$ cat config.mk
export PLATFORM = sky130hd
export DESIGN_NAME = branch_predict_resolve
export DESIGN_NICKNAME = d
export VERILOG_FILES = /design/src/rtl/branch_pkg.sv /design/src/rtl/branch_predict_resolve_btb_table.sv /design/src/rtl/branch_predict_resolve.sv
export SDC_FILE = /design/constraint.sdc
export NUM_CORES = 2
export LEC_CHECK = 0
export BUFFER_PORTS_ARGS = -buffer_cell sky130_fd_sc_hd__clkbuf_2
export CAP_MARGIN = 0
export CORE_MARGIN = 5
export CORE_UTILIZATION = 40
export CTS_BUF_LIST = sky130_fd_sc_hd__clkbuf_8
export CTS_CLUSTER_SIZE = 30
export DETAILED_ROUTE_END_ITERATION = 16
export GPL_ROUTABILITY_DRIVEN = 0
export PLACE_DENSITY = 0.64
export SKIP_CTS_REPAIR_TIMING = 1
export SYNTH_ARGS = -nofsm -noshare
export SYNTH_HDL_FRONTEND = slang
export SYNTH_SLANG_ARGS = --single-unit
export TNS_END_PERCENT = 10
$ cat constraint.sdc
create_clock -name i_clk -period 6 [get_ports i_clk]
set_clock_uncertainty 0.1 [all_clocks]
set_input_delay 1.2 -clock i_clk [delete_from_list [all_inputs] [get_ports i_clk]]
set_output_delay 1.2 -clock i_clk [all_outputs]
set_load 0.02 [all_outputs]
$ cat src/rtl/branch_pkg.sv
// Shared types and constants for the BTB predictor / EX resolver.
// Holds fun3 codes, table geometry, the BTB entry struct and counter helper.
package branch_pkg;

  localparam int BP_XLEN  = 32;
  localparam int BP_DEPTH = 16;
  localparam int BP_CNT_W = 2;
  localparam int BP_IDX_W = $clog2(BP_DEPTH);
  localparam int BP_TAG_W = BP_XLEN - BP_IDX_W - 2;

  localparam logic [2:0] BEQ  = 3'b000;
  localparam logic [2:0] BNE  = 3'b001;
  localparam logic [2:0] BLT  = 3'b100;
  localparam logic [2:0] BGE  = 3'b101;
  localparam logic [2:0] BLTU = 3'b110;
  localparam logic [2:0] BGEU = 3'b111;

  localparam logic [BP_CNT_W-1:0] CNT_MAX = '1;
  localparam logic [BP_CNT_W-1:0] CNT_WT  =
    BP_CNT_W'(1) << (BP_CNT_W - 1);
  localparam logic [BP_CNT_W-1:0] CNT_WNT = CNT_WT - 1'b1;

  typedef struct packed {
    logic                valid;
    logic [BP_TAG_W-1:0] tag;
    logic [BP_XLEN-1:0]  target;
    logic [BP_CNT_W-1:0] cnt;
  } btb_entry_t;

  function automatic logic [BP_CNT_W-1:0] sat_inc_dec(
    input logic [BP_CNT_W-1:0] c,
    input logic                up
  );
    logic [BP_CNT_W-1:0] r;
    r = c;
    if (up) begin
      if (c != CNT_MAX) r = c + 1'b1;
    end else begin
      if (c != '0) r = c - 1'b1;
    end
    return r;
  endfunction

endpackage

$ cat src/rtl/branch_predict_resolve_btb_table.sv
// Direct-mapped BTB storage: two async read ports, one sync write port.
// Ports: clk, rst_n (sync, active-low), rd0/rd1 idx->entry, we/wr_idx/wr_entry.
module btb_table
  import branch_pkg::*;
(
  input  logic                clk,
  input  logic                rst_n,
  input  logic [BP_IDX_W-1:0] rd0_idx,
  output btb_entry_t          rd0_entry,
  input  logic [BP_IDX_W-1:0] rd1_idx,
  output btb_entry_t          rd1_entry,
  input  logic                we,
  input  logic [BP_IDX_W-1:0] wr_idx,
  input  btb_entry_t          wr_entry
);

  btb_entry_t mem [BP_DEPTH];

  assign rd0_entry = mem[rd0_idx];
  assign rd1_entry = mem[rd1_idx];

  always_ff @(posedge clk) begin
    if (!rst_n) begin
      for (int i = 0; i < BP_DEPTH; i++) begin
        mem[i].valid  <= 1'b0;
        mem[i].tag    <= '0;
        mem[i].target <= '0;
        mem[i].cnt    <= CNT_WNT;
      end
    end else if (we) begin
      mem[wr_idx] <= wr_entry;
    end
  end

endmodule

$ cat src/rtl/branch_predict_resolve.sv
// IF-stage BTB prediction plus EX-stage branch resolution and training.
// Optional BRANCH_STATS_EN adds o_br_count / o_mispred_count counters.
module branch_predict_resolve
  import branch_pkg::*;
#(
  parameter int XLEN      = BP_XLEN,
  parameter int BTB_DEPTH = BP_DEPTH,
  parameter int CNT_W     = BP_CNT_W
) (
  input  logic            i_clk,
  input  logic            i_rst_n,
  input  logic [XLEN-1:0] i_if_pc,
  output logic            o_pred_taken,
  output logic [XLEN-1:0] o_pred_target,
  input  logic            i_ex_valid,
  input  logic            i_ex_branch,
  input  logic            i_ex_jump,
  input  logic [2:0]      i_ex_fun3,
  input  logic            i_ex_br_equal,
  input  logic            i_ex_br_less,
  input  logic [XLEN-1:0] i_ex_pc,
  input  logic [XLEN-1:0] i_ex_target,
  input  logic            i_ex_pred_taken,
  input  logic [XLEN-1:0] i_ex_pred_target,
  output logic            o_ex_taken,
  output logic            o_mispredict,
  output logic [XLEN-1:0] o_redirect_pc
`ifdef BRANCH_STATS_EN
  ,
  output logic [31:0]     o_br_count,
  output logic [31:0]     o_mispred_count
`endif
);

  localparam int IDX_W = $clog2(BTB_DEPTH);
  localparam int TAG_W = XLEN - IDX_W - 2;

  logic [IDX_W-1:0] if_idx;
  logic [TAG_W-1:0] if_tag;
  logic [IDX_W-1:0] ex_idx;
  logic [TAG_W-1:0] ex_tag;
  btb_entry_t       if_ent;
  btb_entry_t       ex_ent;
  btb_entry_t       wr_ent;
  logic             if_hit;
  logic             ex_hit;
  logic             active;
  logic             cond;
  logic             legal;
  logic             upd_en;
  logic             we;
  logic             unused_pc;

  assign if_idx = i_if_pc[IDX_W+1:2];
  assign if_tag = i_if_pc[XLEN-1:IDX_W+2];
  assign ex_idx = i_ex_pc[IDX_W+1:2];
  assign ex_tag = i_ex_pc[XLEN-1:IDX_W+2];
  assign unused_pc = ^i_if_pc[1:0];

  btb_table u_btb (
    .clk       (i_clk),
    .rst_n     (i_rst_n),
    .rd0_idx   (if_idx),
    .rd0_entry (if_ent),
    .rd1_idx   (ex_idx),
    .rd1_entry (ex_ent),
    .we        (we),
    .wr_idx    (ex_idx),
    .wr_entry  (wr_ent)
  );

  assign if_hit = if_ent.valid && (if_ent.tag == if_tag);
  assign o_pred_taken = if_hit && if_ent.cnt[CNT_W-1];
  assign o_pred_target = o_pred_taken ? if_ent.target : '0;

  always_comb begin
    cond  = 1'b0;
    legal = 1'b1;
    unique case (1'b1)
      (i_ex_fun3 == BEQ):  cond = i_ex_br_equal;
      (i_ex_fun3 == BNE):  cond = !i_ex_br_equal;
      (i_ex_fun3 == BLT):  cond = i_ex_br_less;
      (i_ex_fun3 == BGE):  cond = !i_ex_br_less;
      (i_ex_fun3 == BLTU): cond = i_ex_br_less;
      (i_ex_fun3 == BGEU): cond = !i_ex_br_less;
      default:             legal = 1'b0;
    endcase
  end

  assign active = i_ex_valid && (i_ex_branch || i_ex_jump);
  assign o_ex_taken = active && (i_ex_jump || cond);
  // fun3 010/011 resolve not-taken but must not train the table
  assign upd_en = active && (i_ex_jump || legal);

  assign o_mispredict = active &&
    ((o_ex_taken != i_ex_pred_taken) ||
     (o_ex_taken && (i_ex_target != i_ex_pred_target)));

  assign o_redirect_pc = o_ex_taken ? i_ex_target
                                    : i_ex_pc + XLEN'(4);

  assign ex_hit = ex_ent.valid && (ex_ent.tag == ex_tag);

  always_comb begin
    we     = 1'b0;
    wr_ent = ex_ent;
    if (upd_en) begin
      if (ex_hit) begin
        we = 1'b1;
        if (i_ex_jump) begin
          wr_ent.cnt    = CNT_MAX;
          wr_ent.target = i_ex_target;
        end else begin
          wr_ent.cnt = sat_inc_dec(ex_ent.cnt, o_ex_taken);
          if (o_ex_taken) wr_ent.target = i_ex_target;
        end
      end else if (o_ex_taken) begin
        we            = 1'b1;
        wr_ent.valid  = 1'b1;
        wr_ent.tag    = ex_tag;
        wr_ent.target = i_ex_target;
        wr_ent.cnt    = i_ex_jump ? CNT_MAX : CNT_WT;
      end
    end
  end

`ifdef BRANCH_STATS_EN
  logic [31:0] br_cnt_q;
  logic [31:0] mis_cnt_q;

  always_ff @(posedge i_clk) begin
    if (!i_rst_n) begin
      br_cnt_q  <= '0;
      mis_cnt_q <= '0;
    end else if (active) begin
      br_cnt_q <= br_cnt_q + 32'd1;
      if (o_mispredict) mis_cnt_q <= mis_cnt_q + 32'd1;
    end
  end

  assign o_br_count      = br_cnt_q;
  assign o_mispred_count = mis_cnt_q;
`endif

endmodule

==> flow_summary_export.csv <==
group,metric,value,unit
run_status,outcome,"finished clean",
detailed_routing,drc,0,
cts,root_buffer,"clkbuf_8",
logic_synthesis,ys_types,66,
setup_path,crit_required,4.70,ns
logic_synthesis,netlist.area_leader.share,54.3,%
cts,cts-buffers-inserted,158,
cts,clkTransAtPathRegs,0.06,ns
global_routing,grt_max_degree,77,
cts,cts_sinks,976,
die,die_width,377,um
cts,cts_tree,"yes",
die,num_io_pins,206,
setup_path,critPathArrivalTime,4.62,ns
die,die_area,142000,um^2
setup_path,start_kind,"primary input",
run,cap_violations,0,
logic_synthesis,syn-num-nets,3712,
setup_path,crit_path_frequent_cell,"buf_12",
min_path,hold_start,"u_btb.mem[8][60]$_DFF_P_",
setup_path,path_delay_family,"multiplexers",
global_routing,gr-usage-all-layers,26.8,%
setup_path,path_class,"in -> out",
min_path,worstHoldPathCells,2,
sta,timing.fmax,169,MHz
die,placementRows,134,
detailed_routing,avgViaCountPerCell,6.31,
cts,clk_path_buf_depth,3,
setup_path,worst-path-max-fanout,33,
placed_design,io_buffers,203,
logic_synthesis,ys.warnings.count,0,
cts,cts_max_level,4,
logic_synthesis,synth_area_leaders,"edfxtp_1 (54%), mux4_2 (23%), nor2_2 (5.9%)",
setup_path,rr_endpoint,"u_btb.mem[3][51]$_SDFFCE_PN0P_",
logic_synthesis,async_reset_ff_share,0,%
die,core_area,134000,um^2
setup_path,ff2ff_setup_slack,1.21,ns
sta,grt_setup_unrepaired,"false",
logic_synthesis,syn_inst,3569,
die,initial_core_util,40.3,%
detailed_routing,post_drt_wl_per_cell,33.7,um
setup_path,reg2reg_from,"u_btb.mem[15][44]$_SDFFCE_PN0P_",
logic_synthesis,yosysSeqAreaShare,54.4,%
sta,drv_slew,0,
logic_synthesis,synth_seq_cells,976,
detailed_routing,via_count,36000,
detailed_routing,routed_wl,192,mm
setup_path,ff2ff_path_depth,10,
detailed_routing,drt_pass1_iterations,5,
sta,min_period,5.92,ns
setup_path,crit_chain,"buf_12 > buf_12 > mux4_2 > mux4_2 > xnor2_1 > nand4_1 > nor3_1 > nand4_1 > buf_12 > nor2b_1 > clkbuf_2",
cells_and_area,finalNetCount,3958,
logic_synthesis,synth_area,53900,um^2
logic_synthesis,synth_edf_count,975,
global_routing,grt_pass1_vias,35700,
sta,setup_viol,0,
setup_path,critPathBufInv,4,
die,die_h,377,um
sta,whs,0.378,ns
global_routing,grt_overflow,0,
logic_synthesis,yosys.area.top_type,"edfxtp_1",
cells_and_area,largestRegisters,"u_btb.mem x976",
min_path,hold_class,"reg -> reg",
setup_path,critical-path-max-stage-delay,0.57,ns
power,peakVddDrop,225,uV
power,p_per_area,258,nW/um^2
setup_path,crit_slowest_cell,"mux4_2",
global_routing,grt_first_pass_wirelength,269,mm
detailed_routing,drtIter0Drc,5361,
detailed_routing,ant_nets,0,
sta,final_hold_viol_count,0,
cells_and_area,top_register,"u_btb.mem",
logic_synthesis,avgSynthCellArea,15.1,um^2
cells_and_area,areaGrowthSynthToFinish,12.5,%
sta,fin_tns_setup,0,ns
placed_design,hpwl,118,mm
global_routing,antenna_found_initial,22,
cells_and_area,drive_above_1_share,44.7,%
cells_and_area,largest_reg_flops,976,
cts,insertion_delay,0.89,ns
sta,maxSlewHeadroom,17.2,%
sta,worst_slew_pin_slew,1.22,ns
logic_synthesis,synth_ff_type,"edfxtp_1",
setup_path,end_kind,"output pin",
power,leakagePower,0.0208,uW
min_path,hold-path-endpoint,"u_btb.mem[8][60]$_DFF_P_",
sta,post-route-period-util,98.6,%
-- layer usage --
layer  share of wire (%)  routed length (um)  GRT usage, %  vias to the layer above
li1                    -                   -             -                    14200
met1                  36               69600          35.2                    18600
met2                  47               89500          42.2                     2750
met3                  13               24900          8.36                      447
met4                 4.1                7900          9.78                       14
met5               0.037                  71             0                        -
-- cells in the mapped netlist (4+ instances only) --
master / instances
a21boi_0: 4
a21boi_1: 30
a21oi_1: 7
a221oi_1: 8
a22oi_1: 21
and2_1: 5
and4_1: 5
buf_1: 32
buf_2: 54
buf_4: 33
buf_6: 75
clkbuf_1: 159
edfxtp_1: 975
ha_1: 4
inv_1: 35
mux2_2: 6
mux2i_1: 108
mux2i_2: 13
mux4_2: 553
nand2_1: 123
nand2b_1: 6
nand3_1: 27
nand4_1: 13
nor2_1: 458
nor2_2: 510
nor2b_1: 41
nor3_1: 12
nor4_1: 13
o211ai_1: 9
o21ai_0: 47
or4_1: 7
or4_4: 10
xnor2_1: 59
xor2_1: 59
-- cells in the final DEF (no fill, tap or decap), types with 7 or more instances in the layout --
cell type / n
nor2_2: 510
inv_1: 90
a21boi_1: 30
or4_4: 16
mux2i_1: 103
clkinv_2: 8
xor2_1: 59
a221oi_1: 8
a21oi_1: 7
xnor2_1: 58
nor3_1: 12
clkbuf_2: 195
edfxtp_1: 975
buf_4: 176
nand4_1: 13
diode_2: 8
buf_12: 66
clkbuf_8: 166
nor2_1: 458
o21ai_0: 47
nand2_4: 16
nor2b_1: 41
nor4_1: 12
mux2i_2: 18
clkinv_1: 33
o211ai_1: 9
a22oi_1: 21
nand2_1: 107
mux4_2: 553
nand3_1: 27
-- through the flow --
step | utilization, % | area [um^2] | instances | setup slack [ns] | total power (uW)
CTS | 45.3 | 60600 | 5694 | -0.0892 | 15700
global placement | 43.3 | 57800 | 5423 | -0.113 | 10400
global route | 45.3 | 60600 | 5696 | 0.0204 | 16100
detailed placement | 43.3 | 57800 | 5423 | -0.154 | 10400
floorplan | - | 53900 | 3569 | -0.154 | 9490
finish | 45.4 | 60600 | 5702 | 0.0812 | 15600
-- tightest hold or removal path, cell delays in order (launching register included) --
cell	delay, ns
dfxtp_1	0.33
nand2_1	0.06
nand2_1	0.04
-- power by group --
group	switching, uW	internal (uW)
logic	1530	966
clock network	2740	2550
registers	128	7730
total	4390	11300
-- cells by family after synthesis --
family          Yosys count  share of synthesized area [%]
compound gates          158                           2.06
xor+xnor                118                           1.92
mux                     680                           25.6
simple gates           1240                           11.8
buf+inv                 392                           4.18
flops                   976                           54.4
fa+ha+maj                 5                          0.111
-- worst max path at each step --
stage               slack [ns]       start  cells after the start                        endpoint
global route              0.02  i_if_pc[2]                     12                o_pred_target[1]
global placement         -0.11  i_ex_pc[3]                     13  u_btb.mem[3][39]$_SDFFCE_PN0P_
finish                    0.08  i_if_pc[2]                     11                o_pred_target[1]
detailed placement       -0.15  i_ex_pc[3]                     13  u_btb.mem[3][51]$_SDFFCE_PN0P_
CTS                      -0.09  i_if_pc[2]                     12                o_pred_target[1]
floorplan                -0.15  i_ex_pc[3]                     15  u_btb.mem[13][0]$_SDFFCE_PN1P_
-- area by class of cell --
type                       count  area [um^2]
sequential                   976        29300
multi-input combinational   2201        22500
inverter                      36          135
tap                         1768         2210
clock buffer                 163         2240
fill                       11700        73000
clock inverter               108          503
antenna                        8         20.0
timing repair buffer         442         3690
Power figures use the tool's default switching activity.
